==> src/rtl/esm_pkg.sv <==
// Shared definitions for the ESM shuffle blocks: default sizes and the
// result-entry layout used by both the deshuffler and the issue-index mapper.
package esm_pkg;

  function automatic int esm_iw(input int n);
    return (n > 1) ? $clog2(n) : 1;
  endfunction

  localparam int ESM_BS = 16;
  localparam int ESM_DW = 32;
  localparam int ESM_IW = esm_iw(ESM_BS);

  typedef struct packed {
    logic [ESM_IW-1:0] buffer_index;
    logic [ESM_DW-1:0] data;
  } esm_entry_t;

endpackage

==> src/rtl/esm_core_deshuffle_if.sv <==
// Bundle of the deshuffler's result-in, result-out, slot-free and status signals.
// The DUT sits on the slave modport; the producer/consumer side uses master.
interface esm_core_deshuffle_if
  import esm_pkg::*;
#(
  parameter int bs = ESM_BS,
  parameter int DW = ESM_DW
);
  localparam int IW = $clog2(bs);
  localparam int CW = $clog2(bs) + 1;

  logic          in_valid;
  logic          in_ready;
  logic [IW-1:0] in_issue_index;
  logic [IW-1:0] in_buffer_index;
  logic [DW-1:0] in_data;
  logic          out_valid;
  logic          out_ready;
  logic [IW-1:0] out_issue_index;
  logic [DW-1:0] out_data;
  logic          free_valid;
  logic [IW-1:0] free_index;
  logic [CW-1:0] occupancy;
  logic          dup_err;

  modport master (
    output in_valid, in_issue_index, in_buffer_index, in_data, out_ready,
    input  in_ready, out_valid, out_issue_index, out_data,
           free_valid, free_index, occupancy, dup_err
  );

  modport slave (
    input  in_valid, in_issue_index, in_buffer_index, in_data, out_ready,
    output in_ready, out_valid, out_issue_index, out_data,
           free_valid, free_index, occupancy, dup_err
  );
endinterface

==> src/rtl/esm_deshuffle_store.sv <==
// Slot array indexed by issue index with a valid bitmap; one write port and
// one read/clear port. The write-side valid bit is exported for duplicate detection.
module esm_deshuffle_store #(
  parameter int bs = 16,
  parameter int DW = 32,
  localparam int IW = $clog2(bs)
) (
  input  logic          clk,
  input  logic          rst,
  input  logic          wr_en,
  input  logic [IW-1:0] wr_addr,
  input  logic [IW-1:0] wr_buf,
  input  logic [DW-1:0] wr_data,
  output logic          wr_hit,
  input  logic [IW-1:0] rd_addr,
  input  logic          rd_clr,
  output logic          rd_valid,
  output logic [IW-1:0] rd_buf,
  output logic [DW-1:0] rd_data
);

  logic [bs-1:0] valid_r;
  logic [IW-1:0] buf_r  [bs];
  logic [DW-1:0] data_r [bs];

  assign wr_hit   = valid_r[wr_addr];
  assign rd_valid = valid_r[rd_addr];
  assign rd_buf   = buf_r[rd_addr];
  assign rd_data  = data_r[rd_addr];

  // Valid bitmap: a write only targets an empty slot and a clear only a full
  // one, so the two ports never collide on the same bit.
  always_ff @(posedge clk or posedge rst) begin
    if (rst) begin
      valid_r <= '0;
    end else begin
      if (wr_en) begin
        valid_r[wr_addr] <= 1'b1;
      end
      if (rd_clr) begin
        valid_r[rd_addr] <= 1'b0;
      end
    end
  end

  // Payload storage, qualified by the valid bitmap so it needs no reset.
  always_ff @(posedge clk) begin
    if (wr_en) begin
      buf_r[wr_addr]  <= wr_buf;
      data_r[wr_addr] <= wr_data;
    end
  end

endmodule

==> src/rtl/esm_core_deshuffle.sv <==
// Restores program order of results executed from randomised buffer slots.
// Optional macro ESM_DESHUFFLE_BYPASS_EN: head-slot results skip the store.
module esm_core_deshuffle
  import esm_pkg::*;
#(
  parameter int bs = ESM_BS,
  parameter int DW = ESM_DW,
  localparam int IW = $clog2(bs),
  localparam int CW = $clog2(bs) + 1
) (
  input  logic                  clk,
  input  logic                  rst,
  esm_core_deshuffle_if.slave   bus
);

  logic          accept_s;
  logic          wr_hit_s;
  logic          wr_ok_s;
  logic          dup_s;
  logic          bypass_s;
  logic          rd_valid_s;
  logic [IW-1:0] rd_buf_s;
  logic [DW-1:0] rd_data_s;
  logic          out_free_s;
  logic          load_s;
  logic          handshake_s;

  logic [IW-1:0] head_r;
  logic [CW-1:0] occ_r;
  logic          out_valid_r;
  logic [IW-1:0] out_issue_r;
  logic [DW-1:0] out_data_r;
  logic [IW-1:0] out_buf_r;
  logic          free_valid_r;
  logic [IW-1:0] free_index_r;
  logic          dup_err_r;

  assign bus.in_ready = ~rst;
  assign accept_s     = bus.in_valid & ~rst;
  assign out_free_s   = ~out_valid_r | bus.out_ready;
  assign handshake_s  = out_valid_r & bus.out_ready;
  assign load_s       = rd_valid_s & out_free_s;

`ifdef ESM_DESHUFFLE_BYPASS_EN
  assign bypass_s = accept_s & (bus.in_issue_index == head_r) & ~rd_valid_s & out_free_s;
`else
  assign bypass_s = 1'b0;
`endif

  assign dup_s   = accept_s & wr_hit_s;
  assign wr_ok_s = accept_s & ~wr_hit_s & ~bypass_s;

  esm_deshuffle_store #(
    .bs (bs),
    .DW (DW)
  ) u_store (
    .clk      (clk),
    .rst      (rst),
    .wr_en    (wr_ok_s),
    .wr_addr  (bus.in_issue_index),
    .wr_buf   (bus.in_buffer_index),
    .wr_data  (bus.in_data),
    .wr_hit   (wr_hit_s),
    .rd_addr  (head_r),
    .rd_clr   (load_s),
    .rd_valid (rd_valid_s),
    .rd_buf   (rd_buf_s),
    .rd_data  (rd_data_s)
  );

  // Output register, head pointer and slot-return pulse.
  always_ff @(posedge clk or posedge rst) begin
    if (rst) begin
      head_r       <= '0;
      out_valid_r  <= 1'b0;
      out_issue_r  <= '0;
      out_data_r   <= '0;
      out_buf_r    <= '0;
      free_valid_r <= 1'b0;
      free_index_r <= '0;
    end else begin
      free_valid_r <= handshake_s;
      if (handshake_s) begin
        free_index_r <= out_buf_r;
      end
      if (load_s) begin
        out_valid_r <= 1'b1;
        out_issue_r <= head_r;
        out_data_r  <= rd_data_s;
        out_buf_r   <= rd_buf_s;
        head_r      <= head_r + IW'(1);
      end else if (bypass_s) begin
        out_valid_r <= 1'b1;
        out_issue_r <= head_r;
        out_data_r  <= bus.in_data;
        out_buf_r   <= bus.in_buffer_index;
        head_r      <= head_r + IW'(1);
      end else if (handshake_s) begin
        out_valid_r <= 1'b0;
      end
    end
  end

  // Store occupancy and sticky duplicate flag.
  always_ff @(posedge clk or posedge rst) begin
    if (rst) begin
      occ_r     <= '0;
      dup_err_r <= 1'b0;
    end else begin
      case ({wr_ok_s, load_s})
        2'b10:   occ_r <= occ_r + CW'(1);
        2'b01:   occ_r <= occ_r - CW'(1);
        default: occ_r <= occ_r;
      endcase
      if (dup_s) begin
        dup_err_r <= 1'b1;
      end
    end
  end

  assign bus.out_valid       = out_valid_r;
  assign bus.out_issue_index = out_issue_r;
  assign bus.out_data        = out_data_r;
  assign bus.free_valid      = free_valid_r;
  assign bus.free_index      = free_index_r;
  assign bus.occupancy       = occ_r;
  assign bus.dup_err         = dup_err_r;

endmodule

==> src/flat_wrapper.sv <==
// flat-port wrapper written by rule: the top's interface ports become plain ports
module esm_core_deshuffle_flat import esm_pkg::*;
#(
  parameter int bs = ESM_BS,
  parameter int DW = ESM_DW,
  localparam int IW = $clog2(bs),
  localparam int CW = $clog2(bs) + 1
)
  (clk, rst, bus_in_valid, bus_in_issue_index, bus_in_buffer_index, bus_in_data, bus_out_ready, bus_in_ready, bus_out_valid, bus_out_issue_index, bus_out_data, bus_free_valid, bus_free_index, bus_occupancy, bus_dup_err);
  esm_core_deshuffle_if #(.bs(bs), .DW(DW)) bus_i ();
  input  logic clk;
  input  logic rst;
  input wire logic [$bits(bus_i.in_valid)-1:0] bus_in_valid;
  input wire logic [$bits(bus_i.in_issue_index)-1:0] bus_in_issue_index;
  input wire logic [$bits(bus_i.in_buffer_index)-1:0] bus_in_buffer_index;
  input wire logic [$bits(bus_i.in_data)-1:0] bus_in_data;
  input wire logic [$bits(bus_i.out_ready)-1:0] bus_out_ready;
  output wire logic [$bits(bus_i.in_ready)-1:0] bus_in_ready;
  output wire logic [$bits(bus_i.out_valid)-1:0] bus_out_valid;
  output wire logic [$bits(bus_i.out_issue_index)-1:0] bus_out_issue_index;
  output wire logic [$bits(bus_i.out_data)-1:0] bus_out_data;
  output wire logic [$bits(bus_i.free_valid)-1:0] bus_free_valid;
  output wire logic [$bits(bus_i.free_index)-1:0] bus_free_index;
  output wire logic [$bits(bus_i.occupancy)-1:0] bus_occupancy;
  output wire logic [$bits(bus_i.dup_err)-1:0] bus_dup_err;
  assign bus_i.in_valid = bus_in_valid;
  assign bus_i.in_issue_index = bus_in_issue_index;
  assign bus_i.in_buffer_index = bus_in_buffer_index;
  assign bus_i.in_data = bus_in_data;
  assign bus_i.out_ready = bus_out_ready;
  assign bus_in_ready = bus_i.in_ready;
  assign bus_out_valid = bus_i.out_valid;
  assign bus_out_issue_index = bus_i.out_issue_index;
  assign bus_out_data = bus_i.out_data;
  assign bus_free_valid = bus_i.free_valid;
  assign bus_free_index = bus_i.free_index;
  assign bus_occupancy = bus_i.occupancy;
  assign bus_dup_err = bus_i.dup_err;
  esm_core_deshuffle #(.bs(bs), .DW(DW)) u_core (.clk(clk), .rst(rst), .bus(bus_i));
endmodule
==> config.mk <==
export PLATFORM = sky130hd
export DESIGN_NAME = esm_core_deshuffle_flat
export DESIGN_NICKNAME = d
export VERILOG_FILES = /design/src/rtl/esm_pkg.sv /design/src/rtl/esm_core_deshuffle_if.sv /design/src/rtl/esm_deshuffle_store.sv /design/src/rtl/esm_core_deshuffle.sv /design/src/flat_wrapper.sv
export SDC_FILE = /design/constraint.sdc
export NUM_CORES = 1
export LEC_CHECK = 0
export BUFFER_PORTS_ARGS = -buffer_cell sky130_fd_sc_hd__buf_4
export CORE_UTILIZATION = 50
export CTS_CLUSTER_DIAMETER = 150
export DETAILED_ROUTE_END_ITERATION = 16
export GPL_TIMING_DRIVEN = 0
export PLACE_DENSITY = 0.69
export SLEW_MARGIN = 15
export SYNTH_ARGS = -nofsm -noshare
export SYNTH_HDL_FRONTEND = slang
export SYNTH_SLANG_ARGS = --single-unit
==> constraint.sdc <==
create_clock -name clk -period 3.59 [get_ports clk]
set_input_delay 0.359 -clock clk [delete_from_list [all_inputs] [get_ports clk]]
set_output_delay 0.359 -clock clk [all_outputs]
set_load 0.03 [all_outputs]
# Word-level counts from Yosys, hierarchy flattened
# Memory sizes are Yosys's and may differ from the RTL's. A register that Yosys moved wholly into a read port is not among the register bits.
# Cells that the tools add are included.
# word_totals
input_bits	44
ram_bits	576
latchBits	0
register_bits	36
word_cells	50
n_memories	2
rom_bits	0
output_inout_bits	49
# memory_table
name	words	width	read_ports	rd_clocked_by_memory_dff	write_ports	line	text
u_core.u_store.data_r	16	32	1	1	1	esm_deshuffle_store.sv:24	logic [DW-1:0] data_r [bs];
u_core.u_store.buf_r	16	4	1	1	1	esm_deshuffle_store.sv:23	logic [IW-1:0] buf_r [bs];
# op_classes
n_mux	15
multipliers	0
magnitude_cmp	4
n_bitwise	12
n_reduce_logical	4
n_shift	0
div_mod_pow	0
addsub	3
n_eq_ne	2
# ops
cell	count
2-to-1 mux 16 bit	2
bitwise AND 16 bit	1
inverter 16 bit	1
bitwise OR 16 bit	1
less-than comparator 4 x 5 -> 1 bit, second input constant	2
case mux 5 bit (2 select lines)	1
binary-select mux 1 bit (select 4 bit)	2
demux 1 bit (select 4 bit)	2
greater-or-equal comparator 4 x 1 -> 1 bit, second input constant	2
2-to-1 mux 1 bit	8
adder 5 x 1 -> 5 bit, second input constant	1
bitwise AND 1 bit	5
subtractor 5 x 1 -> 5 bit, second input constant	1
adder 4 x 1 -> 4 bit, second input constant	1
nonzero test 2 bit	2
inverter 1 bit	3
equality test 2 x 1 -> 1 bit, second input constant	1
equality test 2 bit, second input constant	1
logical AND 1 bit	2
bitwise OR 1 bit	1

# Longest topological paths before layout
# depth
ltp_word	8
mapped_depth	15
depth_no_buf	13

# Modules after synthesis
# Synthesis repeated with hierarchy kept, for this count alone.
# hier_totals
hier_cells	1203
hier_area_um2	24726.2
# modules_own_cells
module	seq_area_each_um2	area_per_inst_um2	n_inst	cells_per_inst
esm_deshuffle_store	17697.0	22475.3	1	968
esm_core_deshuffle	1401.3	2250.9	1	235

# Worst setup path before layout
# No wires, ideal clock.
# synth_path
path_kind	input to register
startpoint	input port bus_in_issue_index[0]
endpoint	memory u_core.u_store.buf_r[11][0] (netlist bit), enable pin
cell_stages	4
path_slack_ns	0.106
t_arrival_ns	3.054
path_buffers	1
cell_sequence	buf_2 -> mux4_2 -> or3b_1 -> nor2_1
# synth_between
elab_chain_cells	6
# synth_rtl
item	line	text
from (decl)	flat_wrapper.sv:14	input wire logic [$bits(bus_i.in_issue_index)-1:0] bus_in_issue_index;
binary-select mux 1 bit (select 4 bit)	esm_deshuffle_store.sv:26	assign wr_hit = valid_r[wr_addr];
2-to-1 mux 1 bit (not written as such)	esm_deshuffle_store.sv:26	
inverter 1 bit	esm_core_deshuffle.sv:51	assign wr_ok_s = accept_s & ~wr_hit_s & ~bypass_s;
bitwise AND 1 bit	esm_core_deshuffle.sv:51	
2-to-1 mux 1 bit	esm_deshuffle_store.sv:48	if (wr_en) begin
2-to-1 mux 1 bit (not written as such)	esm_deshuffle_store.sv:49	buf_r[wr_addr] <= wr_buf;
to (decl)	esm_deshuffle_store.sv:23	
# Parallel ways exist; a longest one is shown, timed or not. The select of a mux whose other input is x is not followed.

# Final worst setup path
# layout_path
startpoint	register u_core.head_r[1]
endpoint	register u_core.occ_r[4] (netlist: u_core.bus.occupancy[4])
# layout_between
elab_chain_cells	5
elab_cells_between_ends	7
# layout_rtl
item	line	text
from (decl)	esm_core_deshuffle.sv:28	logic [IW-1:0] head_r;
from (signal assigned)	esm_core_deshuffle.sv:91	head_r <= head_r + IW'(1);
from (signal assigned)	esm_core_deshuffle.sv:97	head_r <= head_r + IW'(1);
binary-select mux 1 bit (select 4 bit) *	esm_deshuffle_store.sv:27	assign rd_valid = valid_r[rd_addr];
2-to-1 mux 1 bit (not written as such) *	esm_deshuffle_store.sv:27	
bitwise AND 1 bit *	esm_core_deshuffle.sv:42	assign load_s = rd_valid_s & out_free_s;
via u_core.load_s	esm_core_deshuffle.sv:25	logic load_s;
equality test 2 x 1 -> 1 bit / equality test 2 bit (equally long branches)	esm_core_deshuffle.sv:110	case ({wr_ok_s, load_s})
case mux 5 bit (2 select lines) / nonzero test 2 bit (equally long branches)	-	
to (signal assigned)	esm_core_deshuffle.sv:111	2'b10: occ_r <= occ_r + CW'(1);
to (signal assigned)	esm_core_deshuffle.sv:112	2'b01: occ_r <= occ_r - CW'(1);
to (signal assigned)	esm_core_deshuffle.sv:113	default: occ_r <= occ_r;
to (decl)	esm_core_deshuffle.sv:29	logic [CW-1:0] occ_r;
# Mark *: on every way through the listed nets, which the timed path passes. The rest lies on a longest branch. The select of a mux whose other input is x is not followed.
# A chain may end at the register's enable or synchronous reset.

==> summary.md <==
| Metric | Value |
|---|---|
| Dominant cell type by area after synthesis | `edfxtp_1` |
| DRT Pass-1 Iters | `5` |
| Crit path required time | `4.13 ns` |
| Largest net degree at the start of global routing | `42` |
| Top-area cell type share of the netlist area | `69.3%` |
| Tmin final | `3.42 ns` |
| Worst-Margin Slew | `1.02 ns` |
| Post-synthesis adder-cell area fraction | `0.351%` |
| Max stage delay on crit path | `0.44 ns` |
| IO buf count | `90` |
| Arrival time worst endpoint | `about 4.0 ns` |
| Worst hold path type | `primary input to register` |
| Synth Area in Compound Gates | `3.27%` |
| Total core area | `between 40000 and 50000 µm²` |
| Starting Density | `50.9%` |
| Slew headroom | `31.8%` |
| # rows | `81` |
| Non-Filler Instances | `2066` |
| # clock sinks | `648` |
| Clock Pin Slew Worst Setup and Hold Paths | `0.07 ns` |
| Clk_skew | `0.0205 ns` |
| Asr flop ratio synth | `11.1%` |
| Clock Path Buffers | `3` |
| Mapped Area | `25000 µm²` |
| IO Pins | `93` |
| Routed Antenna Nets | `0` |
| Clock Latency Late Sink | `0.63 ns` |
| Die Area | `around 51000 µm²` |
| Area delta synth->final | `19.3%` |
| Inst Count DP | `slightly below 2k` |
| Main flop type after synthesis | `edfxtp_1` |
| Synth cell types | `49` |
| Placer Congestion | `about 0.84` |
| Vias in the first global route | `12.5k` |
| Total global-route track usage | `22.8%` |
| Critical Path Start Type | `register` |
| Multiplexer area fraction after synthesis | `between 15 and 20%` |
| Initial antenna violation count | `1` |
| Max Freq | `a little under 0.3 GHz` |
| Post-DP Area | `27400 µm²` |
| Fin crit share | `95.2%` |
| Crit-path max FO | `10` |
| Vias | `~12k` |
| Status | `finished clean` |
| Post-synth EDFFs | `576` |
| Sequential Area | `about 19000 µm²` |
| Slowest stage cell on the critical path | `or3b_2` |
| Chip width | `roughly 230 µm` |
| Buf+Inv Stages, Crit Path | `3` |
| Post-Syn Nets | `1198` |
| Routed len/inst | `27.3 µm` |
| Hpwl dp | `35700 µm` |
| Drt total wl | `56400 µm` |
| CP delay by family, top | `compound AO/OA/AOI/OAI gates` |
| Layout filler cell count | `between 3k and 4k` |
| Synth warn | `0` |
| Max-cap viol count | `0` |
| Simple-gate share of the synthesized area | `a little over 2%` |
| Pleak | `0.0101 µW` |
| Combinational family with the most area after synthesis | `multiplexers` |
| Root Buffer | `clkbuf_16` |
| Total Nets Final | `1400` |
| Total gr overflow | `0` |
| H-tree lvl count | `2` |
| TritonCTS Buffers | `just over 60` |
| Final hold vios | `0` |
| Synth Instances | `1147` |
| N_diodes | `0` |
| First DRT Iteration DRCs | `between 1.5k and 2k` |
| Register area share after synthesis | `between 70 and 80%` |
| Power per Cell Area | `slightly above 800 nW/µm²` |
| Average size of a mapped cell | `21.8 µm²` |
| XOR/XNOR share of the synthesized area | `0.281%` |
| Slew Limit Fails | `0` |
| Share of cells above drive strength 1 | `35.0%` |
| Finished Cell Area | `29800 µm²` |
| Area of the multi-input gates | `5700 µm²` |
| Worst setup path class | `register to register` |
| CTS tree | `yes` |
| Chip height | `roughly 230 µm` |
| Critical path cell sequence | `buf_6, mux2_2, o22ai_1, nor3_2, a21oi_4, buf_12, inv_1, ha_1, xor2_1, ha_1, or3b_2, a21oi_1, a21oi_1, o32ai_2, xor2_1` |
| DR DRC count | `0` |
| Synth area leaders | `edfxtp_1 69%, mux4_2 13%, dfrtp_1 7.2%` |
| Worst setup EP type | `register` |
| Register bit total from synthesis | `roughly 650` |
| Via density | `roughly 6` |
| Worst vdd ir | `0.632 mV` |
| Global-route wire length before repair | `82700 µm` |
| Final Setup Violations | `0` |
## cell type report
type | instances | share of cell area (%)
buffer | 59 | 1.07
clock buffer | 76 | 5.49
clock inverter | 40 | 1.72
inverter | 6 | 0.0840
multi-input combinational | 434 | 19.1
sequential | 648 | 64.1
tap | 664 | 2.79
timing repair buffer | 139 | 5.56
## layout by cell type, fill, tap and decap left out, types with 4 or more instances in the layout
cell type / synthesis / layout
a21oi_1: 11 / 11
a22oi_1: 72 / 72
a31oi_1: 7 / 7
buf_12: 0 / 5
buf_16: 0 / 27
buf_2: 28 / 26
buf_4: 3 / 102
buf_6: 5 / 4
bufinv_16: 0 / 12
clkbuf_1: 22 / 34
clkbuf_16: 0 / 63
clkinv_2: 0 / 19
clkinvlp_4: 0 / 5
dfrtp_1: 72 / 70
dlygate4sd3_1: 0 / 9
edfxtp_1: 576 / 576
ha_1: 7 / 7
inv_1: 6 / 5
mux2_2: 11 / 11
mux2_4: 38 / 38
mux4_2: 148 / 148
nand2_1: 44 / 44
nand2b_1: 4 / 4
nand3_1: 4 / 4
nor2_1: 34 / 18
nor2_4: 0 / 16
nor2b_1: 6 / 6
xnor2_1: 5 / 5
## cells by family (layout without fill, tap and decap cells)
group,count (synthesis),count (layout)
AO/OA/AOI/OAI,111,111
XOR/XNOR,8,8
adder cells (fa/ha/maj),7,7
buffers and inverters,65,320
flip-flops,648,648
multiplexers,200,200
AND/OR/NAND/NOR,108,108
## flip-flops by register name, indices dropped and copies added, names as in the netlist
name / cells
u_core.u_store.data_r: 512
u_core.u_store.buf_r: 64
u_core.bus.out_data: 32
u_core.u_store.valid_r: 16
u_core.bus.occupancy: 5
u_core.bus.free_index: 4
u_core.bus.out_issue_index: 4
u_core.head_r: 4
u_core.out_buf_r: 4
u_core.bus.dup_err: 1
u_core.bus.free_valid: 1
u_core.bus.out_valid: 1
## repair_timing
item	in CTS	in global routing
resized for setup	3	9
buffers inserted	3	6
hold buffers	9	0
pin swaps	1	2
gates cloned	0	0
endpoints found under the setup margin	1	1
endpoints found under the hold margin	127	0
## Yosys cell counts (2+ instances only)
cell type  instances
a211oi_1           2
a21o_1             2
a21oi_1           11
a22oi_1           72
a2bb2oi_1          2
a31oi_1            7
and2_1             2
buf_2             28
buf_4              3
buf_6              5
clkbuf_1          22
dfrtp_1           72
edfxtp_1         576
ha_1               7
inv_1              6
mux2_1             2
mux2_2            11
mux2_4            38
mux4_2           148
nand2_1           44
nand2b_1           4
nand3_1            4
nand3b_1           3
nor2_1            34
nor2b_1            6
o21a_1             2
o21ai_0            2
o21bai_1           2
o22ai_1            2
or3_1              2
or3b_1             2
xnor2_1            5
xor2_1             3
## per-layer routing
layer	global-route usage [%]	vias up	wire length, µm
met5	0	-	13
met3	3.69	79	4280
met2	35.3	528	26900
met4	6.52	2	1140
met1	33.9	6654	24100
li1	-	5182	-
## where the power goes
group | leakage (µW) | switching, µW | total [µW] | internal (µW)
Sequential | 0.00605 | 354 | 9080 | 8730
Combinational | 0.00299 | 4340 | 8130 | 3790
Clock | 0.00105 | 2750 | 6840 | 4090
## worst paths after layout
check	slack [ns]	endpoint	cells past startpoint	from
min	0.03	u_core.u_store.data_r[11][4]$_DFFE_PP_	1	bus_in_data[4]
max	0.17	u_core.bus.occupancy[4]$_DFFE_PP0P_	15	u_core.head_r[1]$_DFFE_PP0N_
max in group asynchronous	2.56	u_core.bus.out_data[28]$_DFFE_PP0N_	4	rst
min reg2reg	0.47	u_core.bus.occupancy[4]$_DFFE_PP0P_	1	u_core.bus.occupancy[4]$_DFFE_PP0P_
min in group asynchronous	0.38	u_core.bus.dup_err$_DFFE_PP0P_	3	rst
max reg2reg	0.17	u_core.bus.occupancy[4]$_DFFE_PP0P_	15	u_core.head_r[1]$_DFFE_PP0N_
## through the flow
stage	hold slack, ns	power (µW)	util (%)	setup TNS (ns)	setup WS (ns)
final	0.0313	24000	60.7	0	0.174
after global routing	0.0244	25000	60.7	-0.0266	-0.0266
after CTS	0.000469	24100	60.5	0	0.0272
after detailed placement	0.464	17200	55.9	-0.346	-0.346
after global placement	0.459	17000	54.0	-1099.48	-2.00
after floorplan	0.458	14700	-	0	0.106
No activity file was read; power rests on OpenSTA's default activity.
